**config.mk**
```make
export PLATFORM = sky130hd
export DESIGN_NAME = memory_wishbone_bridge_flat
export DESIGN_NICKNAME = d
export VERILOG_FILES = /design/src/rtl/memory_wishbone_bridge_pkg.sv /design/src/rtl/memory_wishbone_bridge_if.sv /design/src/rtl/memory_wishbone_bridge_bus_timeout_counter.sv /design/src/rtl/memory_wishbone_bridge.sv /design/src/flat_wrapper.sv
export SDC_FILE = /design/constraint.sdc
export NUM_CORES = 1
export LEC_CHECK = 0
export ABC_AREA = 1
export CAP_MARGIN = 40
export CORE_UTILIZATION = 43
export CTS_CLUSTER_DIAMETER = 100
export DETAILED_ROUTE_END_ITERATION = 10
export PLACE_DENSITY = 0.84
export SYNTH_ARGS = -nofsm -noshare
export SYNTH_HDL_FRONTEND = slang
export SYNTH_SLANG_ARGS = --single-unit
```
**constraint.sdc**
```tcl
create_clock -name clk -period 1.75 [get_ports clk]
set_input_delay 0.35 -clock clk [delete_from_list [all_inputs] [get_ports clk]]
set_output_delay 0.35 -clock clk [all_outputs]
set_load 0.01 [all_outputs]
```
**src/rtl/memory_wishbone_bridge_pkg.sv**
```systemverilog
// Shared definitions for the memory-to-Wishbone bridge: FSM encoding,
// termination causes and timer sizing.
package memory_wishbone_bridge_pkg;

  typedef enum logic [1:0] {
    ST_IDLE = 2'd0,
    ST_BUS  = 2'd1,
    ST_RESP = 2'd2,
    ST_HOLD = 2'd3
  } bridge_state_e;

  typedef enum logic [1:0] {
    TERM_NONE    = 2'd0,
    TERM_ACK     = 2'd1,
    TERM_ERR     = 2'd2,
    TERM_TIMEOUT = 2'd3
  } term_cause_e;

  localparam int DEFAULT_TIMEOUT_CYCLES = 255;

  // Wide enough for the largest legal timeout of 65535 cycles.
  localparam int TIMER_WIDTH = 16;

  // Ack wins over err, and either wins over a timeout in the same cycle.
  function automatic term_cause_e resolve_termination(input logic ack,
                                                      input logic err,
                                                      input logic expired);
    if (ack) begin
      return TERM_ACK;
    end else if (err) begin
      return TERM_ERR;
    end else if (expired) begin
      return TERM_TIMEOUT;
    end
    return TERM_NONE;
  endfunction

endpackage

```
**src/rtl/memory_wishbone_bridge_if.sv**
```systemverilog
// Wishbone B4 classic bus between the bridge (master) and a slave.
interface memory_wishbone_bridge_if #(
  parameter int DATA_WIDTH = 32,
  parameter int ADDR_WIDTH = 32
);

  logic                    wb_cyc_o;
  logic                    wb_stb_o;
  logic                    wb_we_o;
  logic [ADDR_WIDTH-1:0]   wb_adr_o;
  logic [DATA_WIDTH-1:0]   wb_dat_o;
  logic [DATA_WIDTH/8-1:0] wb_sel_o;
  logic [DATA_WIDTH-1:0]   wb_dat_i;
  logic                    wb_ack_i;
  logic                    wb_err_i;

  modport master (
    output wb_cyc_o, wb_stb_o, wb_we_o, wb_adr_o, wb_dat_o, wb_sel_o,
    input  wb_dat_i, wb_ack_i, wb_err_i
  );

  modport slave (
    input  wb_cyc_o, wb_stb_o, wb_we_o, wb_adr_o, wb_dat_o, wb_sel_o,
    output wb_dat_i, wb_ack_i, wb_err_i
  );

endinterface

```
**src/rtl/memory_wishbone_bridge_bus_timeout_counter.sv**
```systemverilog
// Saturating cycle counter that flags when a Wishbone cycle has run for
// LIMIT_CYCLES cycles.
module bus_timeout_counter
  import memory_wishbone_bridge_pkg::*;
#(
  parameter int LIMIT_CYCLES = DEFAULT_TIMEOUT_CYCLES
) (
  input  logic clk,
  input  logic rst_n,
  input  logic clear,
  input  logic enable,
  output logic expired
);

  localparam logic [TIMER_WIDTH-1:0] LAST = TIMER_WIDTH'(LIMIT_CYCLES - 1);

  logic [TIMER_WIDTH-1:0] count;

  // NOTE: state updates use <= so every flop samples pre-edge values,
  // independent of the order the always_ff blocks are evaluated in.
  always_ff @(posedge clk or negedge rst_n) begin
    if (!rst_n) begin
      count <= '0;
    end else if (clear) begin
      count <= '0;
    end else if (enable && (count != LAST)) begin
      count <= count + TIMER_WIDTH'(1);
    end
  end

  assign expired = (count == LAST);

endmodule

```
**src/rtl/memory_wishbone_bridge.sv**
```systemverilog
// Bridges the cache's level-sensitive memory request into single Wishbone
// classic cycles, with timeout abort and a one-cycle response pulse.
module memory_wishbone_bridge
  import memory_wishbone_bridge_pkg::*;
#(
  parameter int DATA_WIDTH     = 32,
  parameter int ADDR_WIDTH     = 32,
  parameter int TIMEOUT_CYCLES = DEFAULT_TIMEOUT_CYCLES
) (
  input  logic                  clk,
  input  logic                  rst_n,

  input  logic                  memory_read_request,
  input  logic                  memory_write_request,
  input  logic [ADDR_WIDTH-1:0] memory_addr,
  input  logic [DATA_WIDTH-1:0] memory_write_data,
  output logic                  memory_response,
  output logic [DATA_WIDTH-1:0] memory_read_data,
  output logic                  memory_error,

  memory_wishbone_bridge_if.master wb
);

  bridge_state_e state;
  bridge_state_e state_next;
  term_cause_e   cause;

  logic                  capture;
  logic                  terminate;
  logic                  timer_expired;

  logic [ADDR_WIDTH-1:0] adr_q;
  logic [DATA_WIDTH-1:0] dat_q;
  logic                  we_q;
  logic                  err_q;
  logic [DATA_WIDTH-1:0] rdata_q;

  always_ff @(posedge clk or negedge rst_n) begin
    if (!rst_n) begin
      state <= ST_IDLE;
    end else begin
      state <= state_next;
    end
  end

  // NOTE: every output of this block gets a default before the case, so no
  // path through it can leave a signal unassigned and infer a latch.
  always_comb begin
    state_next = state;
    capture    = 1'b0;
    terminate  = 1'b0;
    cause      = resolve_termination(wb.wb_ack_i, wb.wb_err_i, timer_expired);

    case (state)
      ST_IDLE: begin
        if (memory_read_request || memory_write_request) begin
          capture    = 1'b1;
          state_next = ST_BUS;
        end
      end
      ST_BUS: begin
        // Dropping the request here does not abort: the cycle runs to its end.
        if (cause != TERM_NONE) begin
          terminate  = 1'b1;
          state_next = ST_RESP;
        end
      end
      ST_RESP: state_next = ST_HOLD;
      // The requester clears its level request at the response edge; this
      // cycle keeps a stale request from launching a second access.
      ST_HOLD: state_next = ST_IDLE;
      default: state_next = ST_IDLE;
    endcase
  end

  // NOTE: the datapath registers are few and all feed visible outputs, so
  // they are all reset to give known bus and response values out of reset.
  always_ff @(posedge clk or negedge rst_n) begin
    if (!rst_n) begin
      adr_q   <= '0;
      dat_q   <= '0;
      we_q    <= 1'b0;
      err_q   <= 1'b0;
      rdata_q <= '0;
    end else begin
      if (capture) begin
        adr_q <= memory_addr;
        dat_q <= memory_write_data;
        // A simultaneous read and write is issued as a write.
        we_q  <= memory_write_request;
      end
      if (terminate) begin
        err_q <= (cause != TERM_ACK);
        if (!we_q) begin
          rdata_q <= (cause == TERM_ACK) ? wb.wb_dat_i : '0;
        end
      end
    end
  end

  bus_timeout_counter #(
    .LIMIT_CYCLES (TIMEOUT_CYCLES)
  ) u_timeout (
    .clk     (clk),
    .rst_n   (rst_n),
    .clear   (capture),
    .enable  (state == ST_BUS),
    .expired (timer_expired)
  );

  // Cycle and strobe follow the state register, so an asynchronous reset
  // drops them in the same cycle.
  assign wb.wb_cyc_o = (state == ST_BUS);
  assign wb.wb_stb_o = (state == ST_BUS);
  assign wb.wb_sel_o = (state == ST_BUS) ? '1 : '0;
  assign wb.wb_we_o  = we_q;
  assign wb.wb_adr_o = adr_q;
  assign wb.wb_dat_o = dat_q;

  assign memory_response  = (state == ST_RESP);
  assign memory_error     = (state == ST_RESP) && err_q;
  assign memory_read_data = rdata_q;

endmodule

```
**src/flat_wrapper.sv**
```systemverilog
// flat-port wrapper written by rule: the top's interface ports become plain ports
module memory_wishbone_bridge_flat import memory_wishbone_bridge_pkg::*;
#(
  parameter int DATA_WIDTH     = 32,
  parameter int ADDR_WIDTH     = 32,
  parameter int TIMEOUT_CYCLES = DEFAULT_TIMEOUT_CYCLES
)
  (clk, rst_n, memory_read_request, memory_write_request, memory_addr, memory_write_data, memory_response, memory_read_data, memory_error, wb_wb_cyc_o, wb_wb_stb_o, wb_wb_we_o, wb_wb_adr_o, wb_wb_dat_o, wb_wb_sel_o, wb_wb_dat_i, wb_wb_ack_i, wb_wb_err_i);
  memory_wishbone_bridge_if #(.DATA_WIDTH(DATA_WIDTH), .ADDR_WIDTH(ADDR_WIDTH)) wb_i ();
  input  logic clk;
  input  logic rst_n;
  input  logic memory_read_request;
  input  logic memory_write_request;
  input  logic [ADDR_WIDTH-1:0] memory_addr;
  input  logic [DATA_WIDTH-1:0] memory_write_data;
  output logic memory_response;
  output logic [DATA_WIDTH-1:0] memory_read_data;
  output logic memory_error;
  output wire logic [$bits(wb_i.wb_cyc_o)-1:0] wb_wb_cyc_o;
  output wire logic [$bits(wb_i.wb_stb_o)-1:0] wb_wb_stb_o;
  output wire logic [$bits(wb_i.wb_we_o)-1:0] wb_wb_we_o;
  output wire logic [$bits(wb_i.wb_adr_o)-1:0] wb_wb_adr_o;
  output wire logic [$bits(wb_i.wb_dat_o)-1:0] wb_wb_dat_o;
  output wire logic [$bits(wb_i.wb_sel_o)-1:0] wb_wb_sel_o;
  input wire logic [$bits(wb_i.wb_dat_i)-1:0] wb_wb_dat_i;
  input wire logic [$bits(wb_i.wb_ack_i)-1:0] wb_wb_ack_i;
  input wire logic [$bits(wb_i.wb_err_i)-1:0] wb_wb_err_i;
  assign wb_wb_cyc_o = wb_i.wb_cyc_o;
  assign wb_wb_stb_o = wb_i.wb_stb_o;
  assign wb_wb_we_o = wb_i.wb_we_o;
  assign wb_wb_adr_o = wb_i.wb_adr_o;
  assign wb_wb_dat_o = wb_i.wb_dat_o;
  assign wb_wb_sel_o = wb_i.wb_sel_o;
  assign wb_i.wb_dat_i = wb_wb_dat_i;
  assign wb_i.wb_ack_i = wb_wb_ack_i;
  assign wb_i.wb_err_i = wb_wb_err_i;
  memory_wishbone_bridge #(.DATA_WIDTH(DATA_WIDTH), .ADDR_WIDTH(ADDR_WIDTH), .TIMEOUT_CYCLES(TIMEOUT_CYCLES)) u_core (.clk(clk), .rst_n(rst_n), .memory_read_request(memory_read_request), .memory_write_request(memory_write_request), .memory_addr(memory_addr), .memory_write_data(memory_write_data), .memory_response(memory_response), .memory_read_data(memory_read_data), .memory_error(memory_error), .wb(wb_i));
endmodule
```
==> results.sh <==
export IMPL_relSlewSlack_pct=77.6
export IMPL_drtAntennaViolNets=0
export IMPL_maxSlewViolCount=0
export IMPL_cp_max_fo=2
export IMPL_powerDensity_nw_per_um2=1850
export IMPL_num_rows=39
export IMPL_reg2reg_from="u_core.state[1]"
export IMPL_reg2reg_slack_ns=0.18
export IMPL_drt_total_wl_mm=14.3
export IMPL_overflow=0
export IMPL_critPathBufInv=1
export IMPL_synth_area_leaders="dfrtp_1, nand2_1, nand4_1, nor2_1, clkbuf_1"
export IMPL_crit_arrival_ns=1.35
export IMPL_globalplace_congestion=0.879
export IMPL_critical_path_required_ns=1.40
export IMPL_drc=0
export IMPL_placeableCoreArea_sq_um=11500
export IMPL_yosysSeqAreaShare_pct=57.4
export IMPL_clk_pin_slew_ns=0.05
export IMPL_dpl_instance_area_sq_um=7330
export IMPL_detailed_place_hpwl_mm=10.0
export IMPL_htree_levels=4
export IMPL_viasPerCell=4.96
export IMPL_period_needed_ns=1.70
export IMPL_synth_cell_types=24
export IMPL_clock_skew_ns=0.0117
export IMPL_placed_cells=943
export IMPL_die_area_sq_um=12200
export IMPL_grt_pass1_wl_mm=23.7
export IMPL_crit_type="register to primary output"
export IMPL_ys_warn_count=0
export IMPL_drt_pass1_iter_count=4
export IMPL_netlist_area_leader_share_pct=57.4
export IMPL_ios=207
export IMPL_design_area_sq_um=7960
export IMPL_wire_per_inst_um=14.6
export IMPL_hold_class="input pin to asynchronous set/reset pin"
export IMPL_syn_inst=614
export IMPL_nets=928
export IMPL_netlist_area_sq_um=5060
export IMPL_cp_top_family="buffers and inverters"
export IMPL_syn_avg_cell_area_sq_um=8.24
export IMPL_grt_pass1_vias=4911
export IMPL_die_h_um=110
export IMPL_grt_usage_pct=24.1
export IMPL_r2r_cells=8
export IMPL_cp_slowest_stage_delay_ns=0.59
export IMPL_setup_violations=0
export IMPL_tritoncts="built"
export IMPL_hold_viol_final=0
export IMPL_timing_rr_end="u_core.wb.wb_adr_o[16]"
export IMPL_outcome="finished, final reports clean"
export IMPL_p_leak_nw=3.93
export IMPL_grt_max_degree=75
export IMPL_antenna_found_initial=0
export IMPL_clock_latency_ns=0.40
export IMPL_max_freq_mhz=588
export IMPL_synth_net_count=721
export IMPL_io_buffers=206
export IMPL_clock_path_buffers=2
export IMPL_synth_ff_latch_count=116
export IMPL_maxCapViolCount=0
export IMPL_cts_sinks=116
export IMPL_cts_buffers=17
export IMPL_drive_above_1_share_pct=8.04
export IMPL_cp_slowest_cell="clkdlybuf4s50_1"
export IMPL_vias=4843
export IMPL_crit_chain="clkdlybuf4s50_1"
export IMPL_synth_top_cell_by_area="dfrtp_1"
export IMPL_fin_crit_sh_pct=97.2
export IMPL_cp_start_kind="register"
export IMPL_syn_to_final_growth_pct=57.3
export IMPL_ir_worst_vdd_mv=0.960
export IMPL_diodes=0
export IMPL_die_x_um=110
export IMPL_stdcell_count=976
export IMPL_worstMarginPinSlew_ns=0.337
export IMPL_tns_ns=0
export IMPL_drt_iter0_drc=331
export IMPL_rsz0062_at_grt="false"
export IMPL_cp_end_kind="primary output"
export IMPL_root_buffer="clkbuf_16"
export IMPL_start_util_pct=44.1
## report_power, final
| part | switching [W] | internal (W) | leakage (nW) | total [W] |
|---|---|---|---|---|
| sequential | 0.000787 | 0.00393 | 1.47 | 0.00472 |
| combinational | 0.00319 | 0.00317 | 2.15 | 0.00637 |
| clock | 0.00115 | 0.00248 | 0.306 | 0.00363 |
## cell usage after synthesis
library cell  number
nand2_2            1
nand2_1          332
dfrtp_1          116
o21ai_0            5
nand2_4            1
buf_6              1
buf_4              5
or2_2              1
a21oi_4            1
nand4_1           41
xor2_1             6
buf_2             10
o21bai_1           4
nor2_1            31
clkinv_1           3
inv_1             15
nand3_1           12
buf_1              1
inv_2              2
xnor2_1            1
ha_1               5
clkinv_2           1
nand3_2            1
clkbuf_1          18
## stage by stage
step | utilization (%) | total power [W] | setup slack, ns | hold WS [ns]
after floorplan | - | 0.00754 | 0.0670 | 0.0544
after global routing | 69.4 | 0.0156 | 0.00213 | 0.431
after detailed placement | 63.9 | 0.0111 | 0.0112 | 0.277
final | 69.4 | 0.0147 | 0.0497 | 0.407
after global placement | 63.9 | 0.0109 | 0.0700 | 0.276
after CTS | 69.6 | 0.0148 | -0.106 | 0.403
## flip-flops by register name, summed over array words and instances (netlist names)
signal and flops:
u_core.wb.wb_we_o 1, u_core.wb.wb_adr_o 32, u_core.wb.wb_dat_o 32, u_core.err_q 1
u_core.u_timeout.count 16, u_core.state 2, u_core.memory_read_data 32
## kinds of logic after synthesis
kind of cell | Yosys count | synth area share, %
flip-flops | 116 | 57.4
AO/OA/AOI/OAI | 10 | 1.41
AND/OR/NAND/NOR | 420 | 33.8
adder cells (fa/ha/maj) | 5 | 1.24
XOR/XNOR | 7 | 1.21
buffers and inverters | 56 | 4.94
## layout make-up
type                       instances  area (sq um)
clock buffer                      22           474
clock inverter                     9           151
fill                             882          3510
inverter                          21          86.3
multi-input combinational        442          1930
sequential                       116          2900
tap                              143           179
timing repair buffer             223          2240
## layer usage
| layer | GRT usage [%] | share of wire, % | up-vias |
|---|---|---|---|
| met4 | 8.27 | 1.8 | 0 |
| li1 | - | - | 2334 |
| met5 | 0 | 0 | - |
| met2 | 40.9 | 50 | 221 |
| met3 | 8.45 | 8.4 | 22 |
| met1 | 28.3 | 40 | 2266 |
## repair_timing
item | in CTS | in global routing
pin swaps | 0 | 1
endpoints found under the hold margin | 21 | 0
setup buffers | 1 | 0
gates resized for setup | 18 | 16
hold buffers | 1 | 0
setup endpoints to repair | 12 | 22
cloned | 0 | 0
## cell usage in the layout (no fill, tap or decap), drive strengths merged
| cell | instances |
|---|---|
| a21oi | 1 |
| buf | 18 |
| bufinv | 4 |
| clkbuf | 28 |
| clkdlybuf4s15 | 1 |
| clkdlybuf4s50 | 197 |
| clkinv | 6 |
| clkinvlp | 1 |
| dfrtp | 116 |
| dlygate4sd3 | 1 |
| ha | 5 |
| inv | 19 |
| nand2 | 334 |
| nand3 | 13 |
| nand4 | 41 |
| nor2 | 31 |
| o21ai | 5 |
| o21bai | 4 |
| or2 | 1 |
| xnor2 | 1 |
| xor2 | 6 |
## worst max path at each step
stage / depth (start not counted) / to / from / slack [ns]
floorplan: 9 / u_core.u_timeout.count[10] / u_core.state[1] / 0.07
global placement: 7 / u_core.wb.wb_adr_o[18] / memory_write_request / 0.07
detailed placement: 9 / u_core.u_timeout.count[9] / u_core.u_timeout.count[0] / 0.01
CTS: 4 / wb_wb_sel_o[0] / u_core.state[0] / -0.11
global route: 4 / wb_wb_cyc_o / u_core.state[0] / 0.002
finish: 1 / wb_wb_adr_o[4] / u_core.wb.wb_adr_o[4] / 0.05
No activity file was read; power rests on OpenSTA's default activity.
